$ cat src/rtl/mips_mc_ctrl_pkg.sv
// Shared types for the multi-cycle MIPS core: opcodes, controller states,
// datapath select encodings and the packed control word.
package mips_pkg;

  typedef enum logic [5:0] {
    OP_RTYPE = 6'b000000,
    OP_J     = 6'b000010,
    OP_BEQ   = 6'b000100,
    OP_ADDI  = 6'b001000,
    OP_LW    = 6'b100011,
    OP_SW    = 6'b101011
  } t_opcode;

  typedef enum logic [3:0] {
    S_START    = 4'd0,
    S_FETCH    = 4'd1,
    S_DECODE   = 4'd2,
    S_MEM_ADDR = 4'd3,
    S_MEM_RD   = 4'd4,
    S_MEM_WB   = 4'd5,
    S_MEM_WR   = 4'd6,
    S_R_EXEC   = 4'd7,
    S_R_WB     = 4'd8,
    S_BEQ_EX   = 4'd9,
    S_J_EX     = 4'd10,
    S_ADDI_EX  = 4'd11,
    S_ADDI_WB  = 4'd12,
    S_HALT     = 4'd13,
    S_TRAP     = 4'd14
  } t_mc_state;

  typedef logic [1:0] t_alu_src_b;
  typedef logic [1:0] t_alu_op;
  typedef logic [1:0] t_pc_source;

  localparam t_alu_src_b SRC_B_RT      = 2'b00;
  localparam t_alu_src_b SRC_B_FOUR    = 2'b01;
  localparam t_alu_src_b SRC_B_IMM     = 2'b10;
  localparam t_alu_src_b SRC_B_IMM_SH2 = 2'b11;

  localparam t_alu_op ALU_OP_ADD   = 2'b00;
  localparam t_alu_op ALU_OP_SUB   = 2'b01;
  localparam t_alu_op ALU_OP_FUNCT = 2'b10;

  localparam t_pc_source PC_SRC_ALU    = 2'b00;
  localparam t_pc_source PC_SRC_ALUOUT = 2'b01;
  localparam t_pc_source PC_SRC_JUMP   = 2'b10;

  typedef struct packed {
    logic       pc_en;
    logic       i_or_d;
    logic       mem_read;
    logic       mem_write;
    logic       ir_write;
    logic       mem_to_reg;
    logic       reg_dst;
    logic       reg_write;
    logic       alu_src_a;
    t_alu_src_b alu_src_b;
    t_alu_op    alu_op;
    t_pc_source pc_source;
    logic       retire;
    logic       halted;
  } t_mc_ctrl;

  function automatic logic op_is_legal(input logic [5:0] op);
    case (op)
      OP_RTYPE, OP_J, OP_BEQ, OP_ADDI, OP_LW, OP_SW: return 1'b1;
      default:                                       return 1'b0;
    endcase
  endfunction

endpackage

$ cat src/rtl/mips_mc_ctrl_if.sv
// Controller <-> datapath bundle: decode feedback in, mux selects and enables out.
interface mips_mc_ctrl_if;
  import mips_pkg::*;

  logic [5:0] opcode;
  logic       zero;
  logic       mem_ready;

  logic       pc_en;
  logic       i_or_d;
  logic       mem_read;
  logic       mem_write;
  logic       ir_write;
  logic       mem_to_reg;
  logic       reg_dst;
  logic       reg_write;
  logic       alu_src_a;
  t_alu_src_b alu_src_b;
  t_alu_op    alu_op;
  t_pc_source pc_source;

  // Memory handshake: a request (mem_read or mem_write) stays asserted with a
  // stable address select until the cycle mem_ready is high; that cycle
  // completes the transfer. mem_ready outside a request carries no meaning.
  modport master (
    input  opcode, zero, mem_ready,
    output pc_en, i_or_d, mem_read, mem_write, ir_write,
           mem_to_reg, reg_dst, reg_write,
           alu_src_a, alu_src_b, alu_op, pc_source
  );

  modport slave (
    output opcode, zero, mem_ready,
    input  pc_en, i_or_d, mem_read, mem_write, ir_write,
           mem_to_reg, reg_dst, reg_write,
           alu_src_a, alu_src_b, alu_op, pc_source
  );

endinterface

$ cat src/rtl/mips_mc_ctrl_outdec.sv
// Combinational control-word decoder: every datapath select and enable as a
// function of the current state, gated only by mem_ready and zero.
module mips_mc_outdec
  import mips_pkg::*;
(
  input  t_mc_state  state,
  input  logic [5:0] opcode,
  input  logic       mem_ready,
  input  logic       zero,
  output t_mc_ctrl   ctrl,
  output logic       op_legal
);

  assign op_legal = op_is_legal(opcode);

  always_comb begin
    ctrl = '0;
    unique case (state)
      S_FETCH: begin
        ctrl.mem_read  = 1'b1;
        ctrl.alu_src_b = SRC_B_FOUR;
        ctrl.alu_op    = ALU_OP_ADD;
        ctrl.pc_source = PC_SRC_ALU;
        // IR and PC+4 commit together, only in the cycle the fetch completes.
        ctrl.ir_write  = mem_ready;
        ctrl.pc_en     = mem_ready;
      end
      S_DECODE: begin
        ctrl.alu_src_b = SRC_B_IMM_SH2;
        ctrl.alu_op    = ALU_OP_ADD;
      end
      S_MEM_ADDR, S_ADDI_EX: begin
        ctrl.alu_src_a = 1'b1;
        ctrl.alu_src_b = SRC_B_IMM;
        ctrl.alu_op    = ALU_OP_ADD;
      end
      S_MEM_RD: begin
        ctrl.mem_read = 1'b1;
        ctrl.i_or_d   = 1'b1;
      end
      S_MEM_WB: begin
        ctrl.reg_write  = 1'b1;
        ctrl.mem_to_reg = 1'b1;
        ctrl.retire     = 1'b1;
      end
      S_MEM_WR: begin
        ctrl.mem_write = 1'b1;
        ctrl.i_or_d    = 1'b1;
        ctrl.retire    = mem_ready;
      end
      S_R_EXEC: begin
        ctrl.alu_src_a = 1'b1;
        ctrl.alu_src_b = SRC_B_RT;
        ctrl.alu_op    = ALU_OP_FUNCT;
      end
      S_R_WB: begin
        ctrl.reg_write = 1'b1;
        ctrl.reg_dst   = 1'b1;
        ctrl.retire    = 1'b1;
      end
      S_BEQ_EX: begin
        ctrl.alu_src_a = 1'b1;
        ctrl.alu_src_b = SRC_B_RT;
        ctrl.alu_op    = ALU_OP_SUB;
        ctrl.pc_source = PC_SRC_ALUOUT;
        ctrl.pc_en     = zero;
        ctrl.retire    = 1'b1;
      end
      S_J_EX: begin
        ctrl.pc_source = PC_SRC_JUMP;
        ctrl.pc_en     = 1'b1;
        ctrl.retire    = 1'b1;
      end
      S_ADDI_WB: begin
        ctrl.reg_write = 1'b1;
        ctrl.retire    = 1'b1;
      end
      S_HALT: ctrl.halted = 1'b1;
      default: ;
    endcase
  end

endmodule

$ cat src/rtl/mips_mc_ctrl.sv
// Multi-cycle MIPS main controller: state register, next-state sequencing,
// sticky illegal-opcode flag and retired-instruction counter.
module mips_mc_ctrl
  import mips_pkg::*;
#(
  parameter int INSTRET_W = 32
) (
  input  logic                 clk,
  input  logic                 rst,
  mips_mc_ctrl_if.master       bus,
  input  logic                 halt_req,
  output logic [3:0]           state,
  output logic                 retire,
  output logic                 illegal,
  output logic                 halted,
  output logic [INSTRET_W-1:0] instret
);

  t_mc_state              state_q;
  t_mc_state              state_nxt;
  t_mc_state              boundary_nxt;
  t_mc_ctrl               ctrl;
  logic                   op_legal;
  logic                   illegal_q;
  logic [INSTRET_W-1:0]   instret_q;

  mips_mc_outdec u_outdec (
    .state     (state_q),
    .opcode    (bus.opcode),
    .mem_ready (bus.mem_ready),
    .zero      (bus.zero),
    .ctrl      (ctrl),
    .op_legal  (op_legal)
  );

  assign boundary_nxt = halt_req ? S_HALT : S_FETCH;

  always_comb begin
    state_nxt = state_q;
    unique case (state_q)
      S_START:  state_nxt = halt_req ? S_HALT : S_FETCH;
      S_FETCH:  if (bus.mem_ready) state_nxt = S_DECODE;
      S_DECODE: begin
        case (bus.opcode)
          OP_RTYPE:     state_nxt = S_R_EXEC;
          OP_LW, OP_SW: state_nxt = S_MEM_ADDR;
          OP_BEQ:       state_nxt = S_BEQ_EX;
          OP_J:         state_nxt = S_J_EX;
          OP_ADDI:      state_nxt = S_ADDI_EX;
          default:      state_nxt = S_TRAP;
        endcase
      end
      S_MEM_ADDR: state_nxt = (bus.opcode == OP_LW) ? S_MEM_RD : S_MEM_WR;
      S_MEM_RD:   if (bus.mem_ready) state_nxt = S_MEM_WB;
      S_R_EXEC:   state_nxt = S_R_WB;
      S_ADDI_EX:  state_nxt = S_ADDI_WB;
      // Every retiring state leaves through the instruction boundary; MEM_WR
      // retires only once its write handshake completes.
      S_MEM_WB, S_MEM_WR, S_R_WB, S_BEQ_EX, S_J_EX, S_ADDI_WB:
        if (ctrl.retire) state_nxt = boundary_nxt;
      S_HALT:     if (!halt_req) state_nxt = S_FETCH;
      S_TRAP:     state_nxt = S_TRAP;
      default:    state_nxt = S_START;
    endcase
  end

  always_ff @(posedge clk or negedge rst) begin
    if (!rst) begin
      state_q   <= S_START;
      illegal_q <= 1'b0;
      instret_q <= '0;
    end else begin
      state_q <= state_nxt;
      if (state_q == S_DECODE && !op_legal) illegal_q <= 1'b1;
      if (ctrl.retire) instret_q <= instret_q + INSTRET_W'(1);
    end
  end

  assign bus.pc_en      = ctrl.pc_en;
  assign bus.i_or_d     = ctrl.i_or_d;
  assign bus.mem_read   = ctrl.mem_read;
  assign bus.mem_write  = ctrl.mem_write;
  assign bus.ir_write   = ctrl.ir_write;
  assign bus.mem_to_reg = ctrl.mem_to_reg;
  assign bus.reg_dst    = ctrl.reg_dst;
  assign bus.reg_write  = ctrl.reg_write;
  assign bus.alu_src_a  = ctrl.alu_src_a;
  assign bus.alu_src_b  = ctrl.alu_src_b;
  assign bus.alu_op     = ctrl.alu_op;
  assign bus.pc_source  = ctrl.pc_source;

  assign state   = state_q;
  assign retire  = ctrl.retire;
  assign halted  = ctrl.halted;
  assign illegal = illegal_q;
  assign instret = instret_q;

endmodule

$ cat src/flat_wrapper.sv
// flat-port wrapper written by rule: the top's interface ports become plain ports
module mips_mc_ctrl_flat import mips_pkg::*;
#(
  parameter int INSTRET_W = 32
)
  (clk, rst, halt_req, state, retire, illegal, halted, instret, bus_opcode, bus_zero, bus_mem_ready, bus_pc_en, bus_i_or_d, bus_mem_read, bus_mem_write, bus_ir_write, bus_mem_to_reg, bus_reg_dst, bus_reg_write, bus_alu_src_a, bus_alu_src_b, bus_alu_op, bus_pc_source);
  mips_mc_ctrl_if bus_i ();
  input  logic clk;
  input  logic rst;
  input  logic halt_req;
  output logic [3:0] state;
  output logic retire;
  output logic illegal;
  output logic halted;
  output logic [INSTRET_W-1:0] instret;
  input wire logic [$bits(bus_i.opcode)-1:0] bus_opcode;
  input wire logic [$bits(bus_i.zero)-1:0] bus_zero;
  input wire logic [$bits(bus_i.mem_ready)-1:0] bus_mem_ready;
  output wire logic [$bits(bus_i.pc_en)-1:0] bus_pc_en;
  output wire logic [$bits(bus_i.i_or_d)-1:0] bus_i_or_d;
  output wire logic [$bits(bus_i.mem_read)-1:0] bus_mem_read;
  output wire logic [$bits(bus_i.mem_write)-1:0] bus_mem_write;
  output wire logic [$bits(bus_i.ir_write)-1:0] bus_ir_write;
  output wire logic [$bits(bus_i.mem_to_reg)-1:0] bus_mem_to_reg;
  output wire logic [$bits(bus_i.reg_dst)-1:0] bus_reg_dst;
  output wire logic [$bits(bus_i.reg_write)-1:0] bus_reg_write;
  output wire logic [$bits(bus_i.alu_src_a)-1:0] bus_alu_src_a;
  output wire logic [$bits(bus_i.alu_src_b)-1:0] bus_alu_src_b;
  output wire logic [$bits(bus_i.alu_op)-1:0] bus_alu_op;
  output wire logic [$bits(bus_i.pc_source)-1:0] bus_pc_source;
  assign bus_i.opcode = bus_opcode;
  assign bus_i.zero = bus_zero;
  assign bus_i.mem_ready = bus_mem_ready;
  assign bus_pc_en = bus_i.pc_en;
  assign bus_i_or_d = bus_i.i_or_d;
  assign bus_mem_read = bus_i.mem_read;
  assign bus_mem_write = bus_i.mem_write;
  assign bus_ir_write = bus_i.ir_write;
  assign bus_mem_to_reg = bus_i.mem_to_reg;
  assign bus_reg_dst = bus_i.reg_dst;
  assign bus_reg_write = bus_i.reg_write;
  assign bus_alu_src_a = bus_i.alu_src_a;
  assign bus_alu_src_b = bus_i.alu_src_b;
  assign bus_alu_op = bus_i.alu_op;
  assign bus_pc_source = bus_i.pc_source;
  mips_mc_ctrl #(.INSTRET_W(INSTRET_W)) u_core (.clk(clk), .rst(rst), .bus(bus_i), .halt_req(halt_req), .state(state), .retire(retire), .illegal(illegal), .halted(halted), .instret(instret));
endmodule
$ cat config.mk
export PLATFORM = sky130hd
export DESIGN_NAME = mips_mc_ctrl_flat
export DESIGN_NICKNAME = d
export VERILOG_FILES = /design/src/rtl/mips_mc_ctrl_pkg.sv /design/src/rtl/mips_mc_ctrl_if.sv /design/src/rtl/mips_mc_ctrl_outdec.sv /design/src/rtl/mips_mc_ctrl.sv /design/src/flat_wrapper.sv
export SDC_FILE = /design/constraint.sdc
export NUM_CORES = 1
export LEC_CHECK = 0
export BUFFER_PORTS_ARGS = -buffer_cell sky130_fd_sc_hd__buf_2
export CAP_MARGIN = 20
export CELL_PAD_IN_SITES_DETAIL_PLACEMENT = 2
export CELL_PAD_IN_SITES_GLOBAL_PLACEMENT = 2
export CORE_UTILIZATION = 32
export CTS_CLUSTER_DIAMETER = 150
export DETAILED_ROUTE_END_ITERATION = 8
export GPL_ROUTABILITY_DRIVEN = 0
export PLACE_DENSITY_LB_ADDON = 0.2
export SLEW_MARGIN = 10
export SYNTH_ARGS = -nofsm -noshare
export SYNTH_HDL_FRONTEND = slang
export SYNTH_SLANG_ARGS = --single-unit
$ cat constraint.sdc
create_clock -name clk -period 2 [get_ports clk]
set_clock_uncertainty 0.05 [all_clocks]
set_input_delay 0.2 -clock clk [delete_from_list [all_inputs] [get_ports clk]]
set_output_delay 0.2 -clock clk [all_outputs]
set_load 0.05 [all_outputs]
== Word level (Yosys, flattened, before mapping) ==
Index checks and enable logic that the tools add are counted.
Storage, ports and cells
  register bits after elaboration: 37
  output and inout port bits: 54
  word-level logic and storage cells: 63
Operators by class
  add/sub/neg operators: 1
  eq/ne operators: 23
  muxes and demuxes: 22
  reductions and logical operators: 14
Operators with widths (number)
  $pmux 4 s10: 1
  $pmux 4 s5: 2
  $add 32x1->32 const B: 1
  $eq 4x4->1 const B: 7
  $mux 4: 5
  $eq 4x3->1 const B: 4
  $eq 6x6->1 const B: 2
  $reduce_or 6->1: 2
  $mux 1: 10
  $eq 4x2->1 const B: 2
  $ne 2x2->1 const B: 4
  $reduce_or 2->1: 4
  $eq 6x2->1 const B: 1
  $eq 6x3->1 const B: 1
  $eq 6x4->1 const B: 1
  $logic_not 6->1: 1
  $reduce_or 5->1: 1
  $eq 4x1->1 const B: 1
  $logic_not 4->1: 1
  $pmux 2 s2: 1
  $reduce_and 4->1: 1
  $reduce_or 4->1: 1
  $pmux 1 s3: 1
  $reduce_or 3->1: 1
  other kinds (4): 4

== Logic depth before layout (Yosys ltp) ==
Gate-level depths: netlist of the first run.
  depth in word-level cells: 5
  mapped depth: 7
  mapped depth without buffers: 5

== Modules after synthesis ==
Synthesis of the first run repeated with hierarchy kept, for this count alone.
Unflattened totals
  cells, all modules: 253
  area, all modules: 2285.9 sq um
By module, submodules not included
  mips_mc_ctrl: instances 1, cells each 211, area an instance 2044.5 sq um, sequential area each 925.9 sq um
  mips_mc_outdec: instances 1, cells each 42, area an instance 241.5 sq um, sequential area each 0.0 sq um

== Least setup slack after synthesis of the first run ==
OpenSTA, ideal clock, no wires.
  path kind: register -> output
  start: reg u_core.state_q[0], in the netlist u_core.state[0]
  end: out bus_alu_src_b[1]
  arrival time: 2524 ps
  required time: 1750 ps
  setup slack: -774 ps
  stages on the path, launching flop included: 5
  cells stage by stage: dfrtp_1 clkbuf_1 clkbuf_1 nor2_1 nor3b_1
Between the ends
  longest elaborated chain between the ends: 3
  elaborated cells on any way between the ends: 8
  those cells by class: 6 x eq/ne; 1 x mux; 1 x reduce/logical
RTL lines
  start, declared: line mips_mc_ctrl.sv:19  | t_mc_state state_q;
  start signal, assigned: line mips_mc_ctrl.sv:73  | state_q <= state_nxt;
  $eq 4x2->1 / $eq 4x4->1 (equally long branches): line mips_mc_ctrl_outdec.sv:18  | unique case (state)
  $reduce_or 2->1
  $pmux 4 s5 *: line mips_mc_ctrl_outdec.sv:18
  end, declared: line flat_wrapper.sv:28  | output wire logic [$bits(bus_i.alu_src_b)-1:0] bus_alu_src_b;
Mark *: on every way between the ends. The rest lies on a longest branch, timed or not.

== Worst setup path after layout of the first run ==
  start: reg u_core.state_q[1], in the netlist u_core.state[1]
  end: out bus_pc_en
Between the ends
  longest elaborated chain between the ends: 2
  elaborated cells on any way between the ends: 4
  those cells by class: 3 x eq/ne; 1 x mux
RTL lines
  $eq 4x4->1 / $eq 4x1->1 (equally long branches): line mips_mc_ctrl_outdec.sv:18
  $pmux 1 s3 *: line mips_mc_ctrl_outdec.sv:18
  end, declared: line flat_wrapper.sv:19  | output wire logic [$bits(bus_i.pc_en)-1:0] bus_pc_en;
Marks and branches as above.

==> implementation parameters, run 1 <==
Parameter                              Value

Outcome
  Outcome    completed

Clock tree
  CTS H-Tree Depth    2
  TritonCTS clock tree    done
  Clock latency reported for the late side of the worst-skew pair    approximately 300 ps
  Cts bufs inserted    5
  Clock transition at path regs    approximately 80 ps
  Clock root buffer    clkbuf_8
  Clock net sink count    37
  Maximum buffer depth of the clock tree    2

Logic synthesis
  Number of synthesized flops with an enable pin    0
  Fraction of the yosys area taken by sequential cells    40.1%
  Post-Synthesis Cell Area    roughly 2300 um2
  Synthesized area divided by synthesized cell count    between 9 and 10 um2
  Synth area leaders    dfrtp_1 (40%), xnor2_1 (12%), o2111ai_1 (4.9%), o211ai_1 (3.9%), nor2_1 (3.6%)
  Count of mapped cells out of synthesis    233
  Post-synthesis net count    245
  Register bit total from synthesis    37
  Fraction of synthesis flops using an asynchronous set or reset pin    between 90% and 100%
  Dominant register cell in the synthesized netlist    dfrtp_1
  Cell type with the largest total area after synthesis    dfrtp_1
  Share of the synthesized area in the top cell type    roughly two fifths
  Library cells used by synthesis    47
  Yosys warning total    0

Timing
  Max Clk Rate    between 500 and 600 MHz
  Time the final worst path needs with I/O delays and setup    1960 ps
  Count of endpoints failing setup in the final report    0
  Slew headroom    about 75%
  Unrepaired setup endpoints after global routing    yes
  Actual transition at the worst max-transition pin    370 ps
  WHS    between 150 and 200 ps
  Final slew viol count    0
  Tcrit/Tclk final    between 90% and 100%
  Final hold violations    0

Setup path
  Register-to-register path setup slack    around 150 ps
  CP endpoint    bus_pc_en
  Worst-path maximum fanout    6
  Nature of the critical path endpoint    output pin
  Crit path DAT    approximately 1700 ps
  Worst endpoint required time    1750 ps
  Number of cells on the worst reg-to-reg path    5
  Setup CP Type    flop to output pin
  Reg-to-reg startpoint    u_core.state[1]$_DFFE_PN0P_
  Crit Reg-Reg Endpoint    u_core.instret[11]$_DFFE_PN0P_
  Critical path startpoint category    flop
  Origin of the worst setup path    u_core.state[1]$_DFFE_PN0P_

Global routing
  Pin count of the biggest net entering global routing    38
  Global routing usage summed across all routing layers    between 20% and 30%
  Overall overflow remaining after global route    0
  Global-route wire length before repair    roughly 12000 um
  Number of antenna violations at the first check in global routing    0
  Vias in the first global route    2200

Drt
  Total length of routed met3 wires    252 um
  Via count    2117
  Post-route antenna net violation count    0
  Wirelength per Cell    ~18 um
  Via-per-instance ratio    5.27
  Met2 wire length    between 3000 and 4000 um
  Detailed Routing Iterations Pass 1    4
  Routed length on met1    approximately 3400 um
  Remaining DRCs    0
  DR iter-0 viols    107
  Highest routed layer    met4
  Post-Route WL    between 7000 and 8000 um

Die
  Count of pins on the block boundary    65
  Core ar.    6870 um2
  Core Rows    30
  X dimension of the die    just under 90 um
  Height of the die    a little under 90 um
  DIE AREA    7570 um2
  Initial core utilization    between 30 and 40%

Layout
  Final cell count without fillers    roughly 400
  Filler cell count in the final layout    about 760
  Post-synthesis to final-layout area growth    31.7%
  Final nets    317
  Fraction of layout cells with a size suffix above 1    between 40% and 50%
  Antenna Diode Count    0
  Finished Core Util    around 44%

Placed design
  Buffers on Ports    between 60 and 70
  Detailed placer's ending HPWL    between 4000 and 5000 um
  Dpl cells    391

Power
  Power density over cell area    roughly 1500 nW/um2
  IR drop worst, VDD    ~0.42 mV
  LEAKAGE    between 1 and 1.5 nW

Run
  Number of max-cap violations    0

Worst hold path
  Class of the tightest hold or removal check    primary input to flop
[cells in the mapped netlist, drive strengths merged, types with 3 or more instances]
master	number
nand3	3
and2	4
o2111ai	13
and3	13
o211ai	12
nor3	9
nor2	22
inv	5
a21oi	5
buf	9
dfrtp	37
o21ai	10
xnor2	32
nand2	12
o31ai	4
clkbuf	7
nand2b	4
[how the worst min path moves through the flow]
stage	from	cells past startpoint	slack (ps)	to
floorplan	rst	0	-150	u_core.illegal$_DFFE_PN0P_
global placement	rst	2	140	u_core.instret[3]$_DFFE_PN0P_
detailed placement	rst	2	140	u_core.instret[3]$_DFFE_PN0P_
CTS	halt_req	2	160	u_core.state[3]$_DFFE_PN0P_
global route	halt_req	2	170	u_core.state[3]$_DFFE_PN0P_
finish	halt_req	2	170	u_core.state[3]$_DFFE_PN0P_
[repair_timing]
action | in CTS | in global routing
hold buffers | 1 | 0
endpoints found under the setup margin | 3 | 2
endpoints found under the hold margin | 37 | 0
gates cloned | 0 | 1
resized for setup | 7 | 9
setup buffers | 0 | 1
[state kept, by name (all words and copies together), names as in the netlist]
register and count:
u_core.instret 32, u_core.illegal 1, u_core.state 4
[critical path: stages (launching register included)]
cell	delay (ps)
dfrtp_2	450
nand2b_4	200
buf_4	180
nor2_4	40
a211o_2	320
clkbuf_4	210
[cells by family after synthesis]
family	after synthesis	share of synthesized area, %
compound gates	61	21.2
xor+xnor	33	12.5
mux	1	0.487
buf+inv	21	5.41
fa+ha+maj	2	1.03
flops	37	40.1
simple gates	78	19.3
[placed cells by master, fill, tap and decap left out, types with 3 or more instances in the layout]
master,instances
nand2_1,12
buf_2,61
nor2_4,3
a21oi_1,4
o2111ai_1,13
o31ai_1,4
buf_6,3
nand3_1,3
and2_1,4
dfrtp_2,11
nor3_2,3
buf_4,11
o211ai_1,12
nor2_1,16
inv_1,5
o21ai_0,10
xnor2_1,32
dfrtp_1,26
nand2b_4,3
nor3_1,5
nor2_2,3
clkbuf_8,7
and3_1,12
[metal layers]
metal | up-vias | global-route usage [%]
li1 | 991 | -
met5 | - | 0
met1 | 1071 | 27.9
met4 | 0 | 6.82
met2 | 47 | 31.9
met3 | 8 | 3.03
[cell type report]
class	instances	area, um2	share of cell area (%)
clock buffer	7	96.3	3.16
clock inverter	1	5.00	0.164
inverter	5	18.8	0.617
multi-input combinational	175	1350	44.4
sequential	37	940	30.9
tap	96	120	3.95
timing repair buffer	81	512	16.8
[metrics by stage]
stage,setup WS (ps),setup TNS (ps),power [mW],instance area (um2)
floorplan,-40.8,-48.9,3.07,2400
global placement,236,0,3.62,2850
detailed placement,178,0,3.67,2850
CTS,8.40,0,4.34,2980
global route,-4.30,-4.30,4.65,3040
finish,42.4,0,4.42,3040
[where the power goes]
part	internal [mW]	switching, mW
logic	0.859	1.87
clock network	0.312	0.294
registers	0.897	0.183
total	2.07	2.35
(Power assumes the default switching activity.)
==> inputs of run 2 (changes only) <==
- clock period: 2 -> 2.1 ns (I/O delays scaled with it)
==> run 2 against run 1 <==
  * Cell count fell by 0.50%
  * Combinational power fell by 12%
  * Count of clock-buffer cells in the layout rose by 1
  * Worst setup slack improved by 30 ps
  * Hold slack improved by 31 ps
  * Die area did not move
  * Non-clock buffer count fell by 2
  * Core utilization fell by 2.1 points
  * Sequential power fell by 6%
  * Power fell by 12%
  * Final area fell by 4.7%
  * Sequential share of layout area rose by 1.2 points
==> implementation parameters, run 2 (synthesized netlist as in run 1, its figures left out) <==
Parameter                              Value

Outcome
  Outcome    completed

Layout
  Antenna Diode Count    0 (unchanged)
  Final cell count without fillers    400 (-0.50%)
  Post-synthesis to final-layout area growth    25.5%
  Max FFs per register    32 (unchanged)
  Footprint of the multi-input gates    1310 um2 (-2.9%)
  Most frequent cells in the layout    buf_2 (63), dfrtp_1 (34), xnor2_1 (32)
  Final nets    315 (-0.63%)
  Area of all sequential standard cells    930 um2 (-1.1%)
  Finished Core Util    42.2% (-2.1 points)
  Fraction of layout cells with a size suffix above 1    36.2% (-4.7 points)
  Filler cell count in the final layout    768 (+1.7%)
  Most common cell after layout, fill and taps aside    buf_2

Clock tree
  CTS H-Tree Depth    2 (unchanged)
  Clock net sink count    37 (unchanged)
  Maximum buffer depth of the clock tree    2 (unchanged)
  Clock latency reported for the late side of the worst-skew pair    290 ps (about the same)
  TritonCTS clock tree    done
  Clock root buffer    clkbuf_8
  Cts bufs inserted    5 (unchanged)
  Clock transition at path regs    70 ps (about the same)

Power
  Fraction of power consumed by the clock network    12.2% (-1.5 points)
  Sw Ratio    54.7% (+1.6 points)
  Total chip power    3.89 mW (-12%)
  Power spent charging and discharging nets    2.13 mW (-9.5%)
  Int Pwr    1.76 mW (-15%)
  Part of the power in registers    26.2% (+1.7 points)
  Power density over cell area    1340 nW/um2 (-7.7%)
  LEAKAGE    1.35 nW (-2.9%)
  Combinational share of power    61.5% (-0.3 points)
  IR drop worst, VDD    0.325 mV (-23%)

Global routing
  Pin count of the biggest net entering global routing    25 (-34%)
  Global routing usage summed across all routing layers    19.9% (-0.18 points)
  Overall overflow remaining after global route    0 (unchanged)
  Vias in the first global route    2217 (+0.77%)
  Number of antenna violations at the first check in global routing    0 (unchanged)
  Global-route wire length before repair    11600 um (-0.88%)

Setup path
  Number of cells on the worst reg-to-reg path    5 (unchanged)
  Worst endpoint required time    1840 ps (+90 ps)
  Register-to-register path setup slack    260 ps (+110 ps)
  Origin of the worst setup path    u_core.state[0]$_DFFE_PN0P_
  Critical path startpoint category    flop
  Crit path DAT    1770 ps (+60 ps)
  Crit Reg-Reg Endpoint    u_core.instret[11]$_DFFE_PN0P_
  Worst-path maximum fanout    21 (+15)
  Setup CP Type    flop to output pin
  Reg-to-reg startpoint    u_core.state[3]$_DFFE_PN0P_
  Nature of the critical path endpoint    output pin

Drt
  Via-per-instance ratio    5.26 (-0.12%)
  Via count    2104 (-0.61%)
  Remaining DRCs    0 (unchanged)
  DR iter-0 viols    77 (-28%)
  Post-Route WL    6850 um (-4.0%)
  Wirelength per Cell    17.1 um (-3.6%)
  Post-route antenna net violation count    0 (unchanged)
  Detailed Routing Iterations Pass 1    4 (unchanged)

Die
  Count of pins on the block boundary    65 (unchanged)
  Core Rows    30 (unchanged)
  Core ar.    6870 um2 (unchanged)
  DIE AREA    7570 um2 (unchanged)
  Initial core utilization    33.6% (unchanged)
  X dimension of the die    87.0 um (unchanged)
  Height of the die    87.0 um (unchanged)

Timing
  Actual transition at the worst max-transition pin    565 ps (+195 ps)
  Worst setup slack after layout    72.5 ps (+30.0 ps)
  Max Clk Rate    493 MHz
  Time the final worst path needs with I/O delays and setup    2030 ps
  Final hold violations    0 (unchanged)
  WHS    197 ps (+30.9 ps)
  Final slew viol count    0 (unchanged)
  Slew headroom    62.3% (-13 points)
  Count of endpoints failing setup in the final report    0 (unchanged)
  Tcrit/Tclk final    96.5%

Placed design
  DP Worst Slack    245 ps (+66.9 ps)
  Buffers on Ports    64 (unchanged)
  Detailed placer's ending HPWL    5090 um (+3.9%)
  Dpl cells    391 (unchanged)

Worst hold path
  Beginning of the worst hold path    halt_req
  Endpoint with the worst hold slack    u_core.state[3]$_DFFE_PN0P_
  Class of the tightest hold or removal check    primary input to flop
  Worst Hold Path Cells    2 (unchanged)

Run
  Number of max-cap violations    0 (unchanged)
-- run 2: cell types whose count changed in the layout (fill, tap and decap cells not counted), moves of 3 or more --
cell	delta
clkbuf_1	+3
dfrtp_2	-8
dfrtp_1	+8
buf_4	+3
buf_6	-3
-- run 2: cell type report --
class                      count  area share (%)
clock buffer                   8            2.76
inverter                       5           0.647
multi-input combinational    175            45.3
sequential                    37            32.1
tap                           96            4.14
timing repair buffer          79            15.1
-- run 2: power groups by stage --
stage	Sequential [mW]	Combinational [mW]	Clock (mW)
after floorplan	1.40	1.45	0
after global placement	1.01	2.33	0
after detailed placement	1.02	2.38	0
after CTS	1.01	2.39	0.501
after global routing	1.04	2.56	0.530
final	1.02	2.39	0.476
-- run 2: worst max-delay path, cell delays in order, from the launching register on --
cell     delay [ps]
dfrtp_2         440
buf_4           220
nor2b_2         180
and3_2          200
a211o_1         230
buf_2           210
-- run 2: routing by layer --
layer  GRT usage, %  wire [um]
met1           26.5       3190
met5              0          0
met3           4.27        212
met2           33.2       3370
met4           4.09         71
-- run 2: worst max-delay path by stage --
stage,endpoint,cells past startpoint,slack (ps)
5_1_grt,bus_pc_en,5,-4
4_1_cts,bus_pc_en,5,10
6_report,bus_pc_en,5,70
3_5_place_dp,u_core.instret[11]$_DFFE_PN0P_,5,240
2_1_floorplan,bus_alu_src_b[1],4,-80
3_3_place_gp,u_core.instret[31]$_DFFE_PN0P_,5,340
-- run 2: per-stage QoR --
step,setup TNS (ps),instance area (um2)
floorplan,-111,2350
global placement,0,2790
detailed placement,0,2790
CTS,0,2880
global route,-3.86,2900
finish,0,2900
-- run 2: what timing repair did --
item | in CTS | in global routing
hold buffers | 1 | 0
buffers inserted | 0 | 0
gates resized for setup | 0 | 7
endpoints found under the hold margin | 22 | 0
endpoints found under the setup margin | 0 | 2
